==> src/rtl/fifo_pkg.sv <==
// rtl/fifo_pkg.sv - shared constants and Gray-code helpers for the async FIFO
package fifo_pkg;

  localparam int FIFO_DATA_W      = 32;
  localparam int FIFO_ADDR_W      = 5;
  localparam int FIFO_SYNC_STAGES = 2;
  localparam int FIFO_MAX_W       = 32;

  // Operands are zero-extended to FIFO_MAX_W; leading zeros leave both codes unchanged,
  // so callers of any width up to FIFO_MAX_W cast in and truncate the result back.
  function automatic logic [FIFO_MAX_W-1:0] bin2gray(input logic [FIFO_MAX_W-1:0] b);
    return b ^ (b >> 1);
  endfunction

  function automatic logic [FIFO_MAX_W-1:0] gray2bin(input logic [FIFO_MAX_W-1:0] g);
    logic [FIFO_MAX_W-1:0] b;
    b[FIFO_MAX_W-1] = g[FIFO_MAX_W-1];
    for (int i = FIFO_MAX_W - 2; i >= 0; i--) begin
      b[i] = b[i+1] ^ g[i];
    end
    return b;
  endfunction

endpackage

==> src/rtl/async_fifo_rd_ctrl_if.sv <==
// rtl/async_fifo_rd_ctrl_if.sv - read-side consumer and RAM port bundle
interface async_fifo_rd_ctrl_if
  import fifo_pkg::*;
#(
  parameter int DATA_W = FIFO_DATA_W,
  parameter int ADDR_W = FIFO_ADDR_W
);
  logic              read_enable;
  logic [DATA_W-1:0] read_data;
  logic              read_valid;
  logic [ADDR_W-1:0] mem_raddr;
  logic              mem_ren;
  logic [DATA_W-1:0] mem_rdata;

  modport master (
    output read_enable, mem_rdata,
    input  read_data, read_valid, mem_raddr, mem_ren
  );

  modport slave (
    input  read_enable, mem_rdata,
    output read_data, read_valid, mem_raddr, mem_ren
  );
endinterface

==> src/rtl/fifo_ptr_sync.sv <==
// rtl/fifo_ptr_sync.sv - multi-flop synchroniser for a Gray-coded FIFO pointer
module fifo_ptr_sync
  import fifo_pkg::*;
#(
  parameter int WIDTH  = FIFO_ADDR_W + 1,
  parameter int STAGES = FIFO_SYNC_STAGES
) (
  input  logic             i_clk,
  input  logic             i_rst_n,
  input  logic             i_sw_rst,
  input  logic [WIDTH-1:0] i_d,
  output logic [WIDTH-1:0] o_q
);

  logic [WIDTH-1:0] r_sync [STAGES];

  always_ff @(posedge i_clk or negedge i_rst_n) begin
    if (!i_rst_n) begin
      for (int i = 0; i < STAGES; i++) r_sync[i] <= '0;
    end else if (i_sw_rst) begin
      for (int i = 0; i < STAGES; i++) r_sync[i] <= '0;
    end else begin
      r_sync[0] <= i_d;
      for (int i = 1; i < STAGES; i++) r_sync[i] <= r_sync[i-1];
    end
  end

  assign o_q = r_sync[STAGES-1];

endmodule

==> src/rtl/async_fifo_rd_ctrl.sv <==
// rtl/async_fifo_rd_ctrl.sv - read-domain pointer, flags, level and RAM addressing
module async_fifo_rd_ctrl
  import fifo_pkg::*;
#(
  parameter int DATA_W           = FIFO_DATA_W,
  parameter int ADDR_W           = FIFO_ADDR_W,
  parameter int SYNC_STAGES      = FIFO_SYNC_STAGES,
  parameter bit FWFT             = 1'b0,
  parameter bit STICKY_UNDERFLOW = 1'b0
) (
  input  logic              rclk,
  input  logic              hw_rst_n,
  input  logic              sw_rst,
  input  logic [ADDR_W-1:0] aempty_value,
  input  logic [ADDR_W:0]   wptr_gray,
  output logic [ADDR_W:0]   rptr_gray,
  output logic              rdempty,
  output logic              rd_almost_empty,
  output logic              underflow,
  output logic [ADDR_W:0]   fifo_read_count,
  output logic [ADDR_W:0]   rd_level,
  async_fifo_rd_ctrl_if.slave rd_if
);

  logic [ADDR_W:0]   w_wq_gray;
  logic [ADDR_W:0]   w_wq_bin;
  logic [ADDR_W:0]   w_rptr_bin_next;
  logic [ADDR_W:0]   w_rptr_gray_next;
  logic [ADDR_W:0]   w_rd_level_next;
  logic              w_accept;
  logic              w_underflow_evt;
  logic              w_underflow_next;
  logic [DATA_W-1:0] w_read_data;

  logic [ADDR_W:0]   r_rptr_bin;
  logic [ADDR_W:0]   r_rptr_gray;
  logic [ADDR_W:0]   r_rd_level;
  logic              r_rdempty;
  logic              r_almost_empty;
  logic              r_underflow;

  fifo_ptr_sync #(
    .WIDTH  (ADDR_W + 1),
    .STAGES (SYNC_STAGES)
  ) u_wptr_sync (
    .i_clk    (rclk),
    .i_rst_n  (hw_rst_n),
    .i_sw_rst (sw_rst),
    .i_d      (wptr_gray),
    .o_q      (w_wq_gray)
  );

  always_comb begin
    w_accept         = rd_if.read_enable && !r_rdempty;
    w_underflow_evt  = rd_if.read_enable && r_rdempty;
    w_rptr_bin_next  = r_rptr_bin + {{ADDR_W{1'b0}}, w_accept};
    w_rptr_gray_next = (ADDR_W+1)'(bin2gray(FIFO_MAX_W'(w_rptr_bin_next)));
    w_wq_bin         = (ADDR_W+1)'(gray2bin(FIFO_MAX_W'(w_wq_gray)));
    w_rd_level_next  = w_wq_bin - w_rptr_bin_next;
    w_underflow_next = w_underflow_evt || (STICKY_UNDERFLOW && r_underflow);
  end

  // Flags come from next-state values so the cycle after the last accept already shows empty.
  always_ff @(posedge rclk or negedge hw_rst_n) begin
    if (!hw_rst_n) begin
      r_rptr_bin     <= '0;
      r_rptr_gray    <= '0;
      r_rd_level     <= '0;
      r_rdempty      <= 1'b1;
      r_almost_empty <= 1'b1;
      r_underflow    <= 1'b0;
    end else if (sw_rst) begin
      r_rptr_bin     <= '0;
      r_rptr_gray    <= '0;
      r_rd_level     <= '0;
      r_rdempty      <= 1'b1;
      r_almost_empty <= 1'b1;
      r_underflow    <= 1'b0;
    end else begin
      r_rptr_bin     <= w_rptr_bin_next;
      r_rptr_gray    <= w_rptr_gray_next;
      r_rd_level     <= w_rd_level_next;
      r_rdempty      <= (w_rptr_gray_next == w_wq_gray);
      r_almost_empty <= (w_rd_level_next <= {1'b0, aempty_value});
      r_underflow    <= w_underflow_next;
    end
  end

  // FWFT keeps the RAM prefetching the entry at the post-accept pointer, so the head is
  // always sitting in the registered RAM output one cycle later.
  if (FWFT) begin : g_fwft
    assign rd_if.mem_raddr  = w_rptr_bin_next[ADDR_W-1:0];
    assign rd_if.mem_ren    = 1'b1;
    assign rd_if.read_valid = !r_rdempty;
  end else begin : g_std
    logic r_read_valid;

    always_ff @(posedge rclk or negedge hw_rst_n) begin
      if (!hw_rst_n) begin
        r_read_valid <= 1'b0;
      end else if (sw_rst) begin
        r_read_valid <= 1'b0;
      end else begin
        r_read_valid <= w_accept;
      end
    end

    assign rd_if.mem_raddr  = r_rptr_bin[ADDR_W-1:0];
    assign rd_if.mem_ren    = w_accept;
    assign rd_if.read_valid = r_read_valid;
  end

  assign w_read_data     = rd_if.mem_rdata;
  assign rd_if.read_data = w_read_data;

  assign rptr_gray       = r_rptr_gray;
  assign rdempty         = r_rdempty;
  assign rd_almost_empty = r_almost_empty;
  assign underflow       = r_underflow;
  assign fifo_read_count = r_rptr_bin;
  assign rd_level        = r_rd_level;

endmodule

==> src/flat_wrapper.sv <==
// flat-port wrapper written by rule: the top's interface ports become plain ports
module async_fifo_rd_ctrl_flat import fifo_pkg::*;
#(
  parameter int DATA_W           = FIFO_DATA_W,
  parameter int ADDR_W           = FIFO_ADDR_W,
  parameter int SYNC_STAGES      = FIFO_SYNC_STAGES,
  parameter bit FWFT             = 1'b0,
  parameter bit STICKY_UNDERFLOW = 1'b0
)
  (rclk, hw_rst_n, sw_rst, aempty_value, wptr_gray, rptr_gray, rdempty, rd_almost_empty, underflow, fifo_read_count, rd_level, rd_if_read_enable, rd_if_mem_rdata, rd_if_read_data, rd_if_read_valid, rd_if_mem_raddr, rd_if_mem_ren);
  async_fifo_rd_ctrl_if #(.DATA_W(DATA_W), .ADDR_W(ADDR_W)) rd_if_i ();
  input  logic rclk;
  input  logic hw_rst_n;
  input  logic sw_rst;
  input  logic [ADDR_W-1:0] aempty_value;
  input  logic [ADDR_W:0] wptr_gray;
  output logic [ADDR_W:0] rptr_gray;
  output logic rdempty;
  output logic rd_almost_empty;
  output logic underflow;
  output logic [ADDR_W:0] fifo_read_count;
  output logic [ADDR_W:0] rd_level;
  input wire logic [$bits(rd_if_i.read_enable)-1:0] rd_if_read_enable;
  input wire logic [$bits(rd_if_i.mem_rdata)-1:0] rd_if_mem_rdata;
  output wire logic [$bits(rd_if_i.read_data)-1:0] rd_if_read_data;
  output wire logic [$bits(rd_if_i.read_valid)-1:0] rd_if_read_valid;
  output wire logic [$bits(rd_if_i.mem_raddr)-1:0] rd_if_mem_raddr;
  output wire logic [$bits(rd_if_i.mem_ren)-1:0] rd_if_mem_ren;
  assign rd_if_i.read_enable = rd_if_read_enable;
  assign rd_if_i.mem_rdata = rd_if_mem_rdata;
  assign rd_if_read_data = rd_if_i.read_data;
  assign rd_if_read_valid = rd_if_i.read_valid;
  assign rd_if_mem_raddr = rd_if_i.mem_raddr;
  assign rd_if_mem_ren = rd_if_i.mem_ren;
  async_fifo_rd_ctrl #(.DATA_W(DATA_W), .ADDR_W(ADDR_W), .SYNC_STAGES(SYNC_STAGES), .FWFT(FWFT), .STICKY_UNDERFLOW(STICKY_UNDERFLOW)) u_core (.rclk(rclk), .hw_rst_n(hw_rst_n), .sw_rst(sw_rst), .aempty_value(aempty_value), .wptr_gray(wptr_gray), .rptr_gray(rptr_gray), .rdempty(rdempty), .rd_almost_empty(rd_almost_empty), .underflow(underflow), .fifo_read_count(fifo_read_count), .rd_level(rd_level), .rd_if(rd_if_i));
endmodule
==> config.mk <==
export PLATFORM = sky130hd
export DESIGN_NAME = async_fifo_rd_ctrl_flat
export DESIGN_NICKNAME = d
export VERILOG_FILES = /design/src/rtl/fifo_pkg.sv /design/src/rtl/async_fifo_rd_ctrl_if.sv /design/src/rtl/fifo_ptr_sync.sv /design/src/rtl/async_fifo_rd_ctrl.sv /design/src/flat_wrapper.sv
export SDC_FILE = /design/constraint.sdc
export NUM_CORES = 1
export LEC_CHECK = 0
export ABC_AREA = 1
export BUFFER_PORTS_ARGS = -buffer_cell sky130_fd_sc_hd__buf_4
export CORE_MARGIN = 2
export CORE_UTILIZATION = 46
export CTS_CLUSTER_DIAMETER = 60
export DETAILED_ROUTE_END_ITERATION = 7
export GPL_ROUTABILITY_DRIVEN = 1
export PLACE_DENSITY = 0.85
export SYNTH_ARGS = -nofsm -noshare
export SYNTH_HDL_FRONTEND = slang
export SYNTH_SLANG_ARGS = --single-unit
==> constraint.sdc <==
create_clock -name rclk -period 3.55 [get_ports rclk]
set_input_delay 0.71 -clock rclk [delete_from_list [all_inputs] [get_ports rclk]]
set_output_delay 0.71 -clock rclk [all_outputs]
set_load 0.05 [all_outputs]
=== Word level (Yosys, flattened, before mapping) ===
Cells that the tools add are included.

* Register bits: 34
* Input port bits: 47
* Output and inout port bits: 60
* Word-level logic and storage cells: 30

* $add $sub $neg: 2
* Magnitude comparators: 1
* Equality and inequality tests: 1
* Mux-type cells: 8
* Bitwise logic cells: 6
* Reductions and logical operators: 3

{| class="wikitable"
|+ Operators with widths
! cell !! count
|-
| 6-bit 2-to-1 mux || 3
|-
| 12-bit 2-to-1 mux || 1
|-
| 6-bit by 1-bit adder with 6-bit output || 1
|-
| 6-bit == test || 1
|-
| 6-bit by 5-bit less-or-equal comparator with 1-bit output || 1
|-
| 6-bit subtractor || 1
|-
| 6-bit by 5-bit XOR with 6-bit output || 1
|-
| 1-bit XOR || 5
|-
| 1-bit 2-to-1 mux || 4
|-
| 1-bit logical AND || 2
|-
| 1-bit zero test || 1
|}

=== Longest topological paths before layout ===
Gate-level depths: netlist of the first run.

* Depth in word-level cells: 8
* Gate-level depth with buffers: 28
* Gate-level depth less buffers: 28

=== Modules after synthesis ===
A second synthesis of the first run with hierarchy kept.

* Cells, all modules: 272
* Area, all modules: 2142.1 um^2

{| class="wikitable"
|+ By module, submodules not included
! module !! instances !! cells an instance !! area an instance (um^2) !! sequential area each (um^2)
|-
| async_fifo_rd_ctrl || 1 || 229 || 1695.4 || 528.0
|-
| fifo_ptr_sync || 1 || 43 || 446.7 || 300.3
|}

=== Worst setup path before layout of the first run ===
Ideal clock, no wire load.

* Path type: in2reg
* Start point: input port rd_if_read_enable
* End point: register u_core.r_almost_empty (netlist: u_core.rd_almost_empty)
* Setup time: 0.076 ns
* Data arrival time: 3.799 ns
* Required time: 3.474 ns
* Setup slack: -0.324 ns
* Stages on the path: 20
* Path buffers: 0
* Cells stage by stage: inv_1 nor2_1 ha_1 ha_1 inv_1 nand2_1 nand2_2 ha_1 nand2_1 o21ai_0 xor2_1 inv_1 ha_1 nand2_1 o21ai_0 nand2_1 nand2_1 nand3_1 o21ai_1 inv_1

* Longest elaborated chain between the ends: 5

{| class="wikitable"
|+ RTL lines
! item !! RTL line !! source
|-
| from (decl) || flat_wrapper.sv:23 || <nowiki>input wire logic [$bits(rd_if_i.read_enable)-1:0] rd_if_read_enable;</nowiki>
|-
| 1-bit logical AND || async_fifo_rd_ctrl.sv:54 || <nowiki>w_accept = rd_if.read_enable && !r_rdempty;</nowiki>
|-
| named net rd_if_mem_ren || flat_wrapper.sv:28 || <nowiki>output wire logic [$bits(rd_if_i.mem_ren)-1:0] rd_if_mem_ren;</nowiki>
|-
| 6-bit by 1-bit adder with 6-bit output || async_fifo_rd_ctrl.sv:56 || <nowiki>w_rptr_bin_next = r_rptr_bin + {{ADDR_W{1'b0}}, w_accept};</nowiki>
|-
| 6-bit subtractor || async_fifo_rd_ctrl.sv:59 || <nowiki>w_rd_level_next = w_wq_bin - w_rptr_bin_next;</nowiki>
|-
| 6-bit by 5-bit less-or-equal comparator with 1-bit output || async_fifo_rd_ctrl.sv:84 || <nowiki>r_almost_empty <= (w_rd_level_next <= {1'b0, aempty_value});</nowiki>
|-
| 1-bit 2-to-1 mux || async_fifo_rd_ctrl.sv:72 || <nowiki>end else if (sw_rst) begin</nowiki>
|-
| to (signal assigned) || async_fifo_rd_ctrl.sv:84 ||
|-
| to (decl) || async_fifo_rd_ctrl.sv:39 || <nowiki>logic r_almost_empty;</nowiki>
|}

The timed path passes the listed nets, and every way through them passes these cells.

=== Worst setup path after layout of the first run ===
* Start point: input port rd_if_read_enable
* End point: register u_core.r_almost_empty (netlist: u_core.rd_almost_empty)

* Longest elaborated chain between the ends: 5

{| class="wikitable"
|+ RTL lines
! item !! RTL line
|-
| 1-bit logical AND || async_fifo_rd_ctrl.sv:54
|-
| 6-bit by 1-bit adder with 6-bit output || async_fifo_rd_ctrl.sv:56
|-
| 6-bit subtractor || async_fifo_rd_ctrl.sv:59
|-
| 6-bit by 5-bit less-or-equal comparator with 1-bit output || async_fifo_rd_ctrl.sv:84
|-
| 1-bit 2-to-1 mux || async_fifo_rd_ctrl.sv:72
|}

No other way between the ends.

==> results of run 1 <==
-- routing by layer --
layer	GRT usage, %	vias to the layer above	part of all wire, %
met2	29.3	71	52
met5	0	-	0
met3	5.77	11	7.5
met1	19.7	742	38
li1	-	812	-
met4	7.97	0	2.4
-- repair_timing --
| action | CTS | global route |
|---|---|---|
| endpoints found under the hold margin | 0 | 0 |
| setup endpoints to repair | 0 | 1 |
| resized for setup | 0 | 8 |
-- area by class of cell --
type	count	area [um2]
clock buffer	7	86.3
sequential	33	828
fill	409	2070
clock inverter	1	30.0
tap	52	65.1
multi-input combinational	152	827
inverter	44	165
timing repair buffer	42	315
-- cells in the final DEF (no fill, tap or decap), types with 2 or more instances in the layout --
master     n
a21oi_1    9
buf_4     42
clkbuf_8   6
dfrtp_1   31
dfstp_2    2
ha_1       8
ha_2       3
inv_1     40
inv_2      3
nand2_1   53
nand2_2    6
nand3_1   19
nand4_1    5
nor2_1    31
nor3_1     3
o21ai_0    2
o21ai_1    3
xor2_1     2
-- path summary, 6_finish.rpt --
path,depth (start not counted),endpoint
min in group rclk,2,u_core.u_wptr_sync.o_q[0]
max in group asynchronous,1,u_core.rd_almost_empty
worst max-delay path,21,u_core.rd_almost_empty
worst max register to register,28,u_core.rd_almost_empty
worst min-delay path,1,u_core.rd_level[4]
worst min register to register,2,u_core.u_wptr_sync.o_q[0]
-- registers in the layout, indices dropped and copies added (netlist names) --
signal                     count
u_core.rptr_gray               5
u_core.rd_level                6
u_core.u_wptr_sync.r_sync      6
u_core.fifo_read_count         6
u_core.u_wptr_sync.o_q         6
u_core.rd_almost_empty         1
u_core.rdempty                 1
u_core.underflow               1
u_core.rd_if.read_valid        1
-- power by group through the flow --
stage	Sequential [uW]	Clock [uW]	Combinational [uW]
final	423	361	335
after global routing	425	388	370
after CTS	423	369	326
after detailed placement	429	0	321
after global placement	429	0	310
after floorplan	509	0	243
-- cell families after synthesis --
group / count (synthesis) / synth area share, %
XOR/XNOR: 3 / 1.25
flip-flops: 33 / 39.5
adder cells (fa/ha/maj): 13 / 8.12
AO/OA/AOI/OAI: 16 / 4.12
buffers and inverters: 86 / 22.6
AND/OR/NAND/NOR: 120 / 24.4
-- through the flow --
stage                     hold WS (ns)  std cells  TNS, ns
final                            0.343        331        0
after global routing             0.385        331  -0.0101
after CTS                        0.359        331        0
after detailed placement         0.445        323  -0.0692
after global placement           0.441        323        0
after floorplan                  0.414        271        0
==> flow_summary_export.csv, run 1 <==
group,metric,value,unit
status,outcome,"finished clean",
timing,fmax,305,MHz
timing,worst_slew_pin_slew,0.417,ns
cts,root_buffer,"clkbuf_8",
global_route,overflow,0,
pwr,fin_total_pwr,1120,uW
cts,worstSkewPairLatency,0.29,ns
worst_setup_path,crit_start,"rd_if_read_enable",
worst_setup_path,r2r_slack,0.29,ns
global_route,grt_max_degree,34,
route,viasPerCell,4.94,
timing,slew_violations,0,
global_route,grt_pass1_wl,6.81,mm
route,first_pass_iters,4,
worst_setup_path,cp-start-kind,"primary input",
yosys,synth_largest_area_cell,"dfrtp_1",
cts,cts_buffers,5,
worst_setup_path,crit_path_end_kind,"flip-flop",
cts,clock_path_buffers,2,
yosys,ys_top_cells_by_count,"nand2_1, inv_1, buf_4",
floorplanning,die_w,71.5,um
pwr,combPwrFrac,29.9,%
timing,worst_slack,0.271,ns
yosys,synthMostInstantiatedCell,"nand2_1",
worst_setup_path,r2r-start,"u_core.u_wptr_sync.o_q[5]",
timing,fin_crit,3.28,ns
cells_and_area,finalCoreUtilization,52.9,%
cts,cts.clk_slew.worst_paths,0.06,ns
route,drc,0,
timing,fin_skew,0.00638,ns
cells_and_area,diodes,0,
worst_setup_path,cp_cell_sequence,"buf_4 > inv_1 > nor2_4 > ha_2 > ha_2 > inv_1 > nand2_1 > nand2_2 > ha_1 > a21oi_1 > o21ai_0 > xor2_1 > inv_1 > ha_1 > nand2_1 > o21ai_1 > nand2_1 > nand2_1 > nand3_1 > o21ai_1 > inv_1",
floorplanning,coreArea,4380,um2
cts,holdBufCountCts,0,
cells_and_area,synthToLayoutAreaGrowth,10.6,%
pwr,ir_drop,0.287,mV
yosys,ys_seq_area_share,39.5,%
cts,clock-sinks,33,
yosys,synth-main-ff-cell,"dfrtp_1",
yosys,synth-seq-cells,33,
placed_design,post-place-ws,-0.0692,ns
worst_setup_path,required,3.77,ns
floorplanning,die_h,71.5,um
pwr,seqPwrFrac,37.8,%
placed_design,port-buffer-count,42,
yosys,synthCells,271,
pwr,p_switching,368,uW
worst_setup_path,critPathKind,"primary input to flip-flop",
cts,htreeDepth,2,
yosys,syn-num-nets,331,
floorplanning,io_pins,107,
yosys,synth.avg_cell_area,7.73,um2
cts,cts_setup_buffers,0,
route,num_vias,1636,
floorplanning,start_util,47.8,%
yosys,ys_types,25,
yosys,synth-edff-count,0,
yosys,yosys_warnings,0,
worst_setup_path,critPathTopFamily,"adder cells",
worst_setup_path,path_max_fanout,6,
cells_and_area,layout.nets,338,
pwr,internal-power,750,uW
worst_setup_path,cp.arrival,3.50,ns
route,wl,4.09,mm
yosys,yosys-top-cells-area,"dfrtp_1, buf_4, nand2_1",
global_route,grt_usage,17.3,%
pwr,leakage,0.00127,uW
worst_setup_path,slowest_delay,0.35,ns
cells_and_area,final_cell_area,2320,um2
worst_setup_path,slowest_stage,"ha_1",
yosys,synth_area,2100,um2
run,cap_viol_max_count,0,
pwr,clkPwrFrac,32.3,%
placed_design,place.gp.congestion,0.888,
min_path,hold_class,"primary input to asynchronous set/reset pin",
route,antenna_left,0,
placed_design,hpwl,2.96,mm
yosys,async_flop_share,100,%
cells_and_area,final_layout_size_suffix_gt1_share,24.7,%
timing,setup_violations,0,
pwr,p_sw_share,32.9,%
cts,cts_tree,"done",
route,wire_per_inst,12.4,um
floorplanning,rows,24,
yosys,synth_top_area_share,37.0,%
global_route,antenna_found_initial,0,
timing,fin_crit_sh,92.4,%
pwr,power_density,483,nW/um2
timing,maxSlewHeadroom,72.2,%
route,drt_iter0_drc,138,
timing,hold_viol_final,0,
floorplanning,die-area,5110,um2
global_route,grt_pass1_vias,1548,
worst_setup_path,cp_num_buf_inv,5,
placed_design,placed_area,2180,um2
No activity file was read; power rests on OpenSTA's default activity.
==> run 2, diff against run 1 <==
--- a/config.mk
+++ b/config.mk
@@ -7,12 +7,14 @@
 export LEC_CHECK = 0
 export ABC_AREA = 1
 export BUFFER_PORTS_ARGS = -buffer_cell sky130_fd_sc_hd__buf_4
+export CELL_PAD_IN_SITES_DETAIL_PLACEMENT = 0
+export CELL_PAD_IN_SITES_GLOBAL_PLACEMENT = 2
 export CORE_MARGIN = 2
-export CORE_UTILIZATION = 46
+export CORE_UTILIZATION = 24
 export CTS_CLUSTER_DIAMETER = 60
 export DETAILED_ROUTE_END_ITERATION = 7
 export GPL_ROUTABILITY_DRIVEN = 1
-export PLACE_DENSITY = 0.85
+export PLACE_DENSITY = 0.84
 export SYNTH_ARGS = -nofsm -noshare
 export SYNTH_HDL_FRONTEND = slang
 export SYNTH_SLANG_ARGS = --single-unit
==> run 2 against run 1 <==
  * Global-route usage fell by 8.2 points
  * Die area increased by 86%
  * Non-clock buffer count up 1
  * Critical endpoint unchanged
==> flow_summary_export.csv, run 2 (same netlist as run 1, synthesis figures left out) <==
group,metric,value,unit
status,outcome,"finished clean",
placed_design,hpwl,3.26,mm
placed_design,placed_area,2250,um2
route,viasPerCell,3.99,
cells_and_area,multi_input_area,807,um2
worst_setup_path,crit_path_end_kind,"flip-flop",
pwr,ir_drop,0.188,mV
timing,fin_crit,3.16,ns
floorplanning,rows,34,
cts,cts_buffers,5,
timing,fin_crit_sh,89.1,%
pwr,combPwrFrac,30.5,%
worst_setup_path,r2r-start,"u_core.u_wptr_sync.o_q[5]",
worst_setup_path,slowest_stage,"dfrtp_1",
cells_and_area,final_cell_area,2360,um2
cells_and_area,n_fill_cell,937,
placed_design,port-buffer-count,42,
global_route,overflow,0,
pwr,p_sw_share,34.4,%
cells_and_area,final_cell_mix,"nand2_1, buf_4, inv_1",
timing,slew_violations,0,
cts,cts_tree,"done",
worst_setup_path,cp_num_buf_inv,7,
placed_design,place.gp.congestion,0.833,
timing,rsz0062_at_grt,"false",
worst_setup_path,crit_start,"u_core.u_wptr_sync.o_q[5]",
timing,finalHoldWorstSlack,0.363,ns
route,drc,0,
cells_and_area,synthToLayoutAreaGrowth,12.6,%
route,num_vias,1548,
cells_and_area,layout_commonest_cell,"nand2_1",
timing,worst_slack,0.386,ns
route,antenna_left,0,
timing,worst_slew_pin_slew,0.429,ns
worst_setup_path,cp.arrival,3.38,ns
cts,clock_path_buffers,2,
route,wl,4.19,mm
worst_setup_path,critPathTopFamily,"simple AND/OR/NAND/NOR gates",
global_route,antenna_found_initial,0,
global_route,grt_usage,9.14,%
floorplanning,die_w,97.4,um
timing,fin_skew,0.00550,ns
floorplanning,coreArea,8590,um2
pwr,seqPwrFrac,39.9,%
pwr,power_density,449,nW/um2
worst_setup_path,slowest_delay,0.39,ns
route,wire_per_inst,10.8,um
floorplanning,die-area,9500,um2
global_route,grt_max_degree,34,
route,first_pass_iters,4,
min_path,hold_class,"primary input to asynchronous set/reset pin",
timing,fin_setup_tns,0,ns
worst_setup_path,required,3.77,ns
route,drt_iter0_drc,72,
cells_and_area,final_layout_size_suffix_gt1_share,23.9,%
worst_setup_path,critPathKind,"flip-flop to flip-flop",
global_route,grt_pass1_vias,1500,
placed_design,post-place-ws,0.0437,ns
pwr,leakage,0.00127,uW
pwr,internal-power,694,uW
timing,fmax,316,MHz
pwr,clkPwrFrac,29.7,%
cells_and_area,layout.nets,339,
timing,maxSlewHeadroom,71.4,%
timing,setup_violations,0,
global_route,grt_pass1_wl,7.00,mm
cts,worstSkewPairLatency,0.28,ns
worst_setup_path,path_max_fanout,3,
floorplanning,io_pins,107,
cts,clock-sinks,33,
run,cap_viol_max_count,0,
floorplanning,start_util,24.4,%
floorplanning,die_h,97.4,um
timing,hold_viol_final,0,
cells_and_area,diodes,0,
cts,htreeDepth,2,
cts,holdBufCountCts,0,
cells_and_area,seq_area,828,um2
pwr,p_switching,364,uW
worst_setup_path,path_common_cell,"nand2_1",
cts,cts.clk_slew.worst_paths,0.07,ns
worst_setup_path,cp-start-kind,"flip-flop",
cts,root_buffer,"clkbuf_8",
## run 2: final timing paths
kind,end,slack (ns),cells after the start
hold / removal,u_core.fifo_read_count[4],0.36,1
max in group asynchronous,u_core.rd_almost_empty,2.85,1
setup reg to reg,u_core.rd_almost_empty,0.39,27
setup / recovery,u_core.rd_almost_empty,0.39,27
hold reg to reg,u_core.u_wptr_sync.o_q[2],0.46,2
min in group rclk,u_core.u_wptr_sync.o_q[2],0.46,2
## run 2: layout make-up
class | count | area share (%)
clock buffers | 7 | 4.08
clock inverters | 1 | 0.212
inverters | 44 | 7.00
multi-input cells | 152 | 34.2
flip-flops and latches | 33 | 35.1
well taps | 108 | 5.73
repair buffers | 43 | 13.7
## run 2: power groups by stage
stage	Clock, uW	Combinational, uW	Sequential, uW
finish	314	322	422
global route	343	361	426
CTS	330	324	423
detailed placement	0	322	429
global placement	0	320	430
floorplan	0	243	509
## run 2: timing repair
| item | CTS | global route |
|---|---|---|
| gates resized for setup | 0 | 3 |
| setup endpoints to repair | 0 | 1 |
| endpoints found under the hold margin | 0 | 0 |
| buffers inserted | 0 | 1 |
## run 2: stage by stage
stage,power (uW),instances,utilization (%)
finish,1060,388,27.5
global placement,750,379,26.1
CTS,1080,387,27.3
global route,1130,388,27.5
floorplan,752,271,-
detailed placement,751,379,26.1
## run 2: routing by layer
metal	track usage (%)	wire, um	vias up
met1	12.0	2000	685
met2	14.3	1860	45
met5	0	0	-
met4	2.99	47	0
met3	2.88	281	6
li1	-	-	812
## run 2: worst register-to-register path, delay by kind of cell (launching register included)
kind	cells	cell delay (ns)
and+or+nand+nor	14	1.01
adders and majority gates	3	0.85
buffers and inverters	7	0.46
DFF	1	0.39
xor gates and xnor gates	1	0.22
AOI/OAI and AO/OA	2	0.16
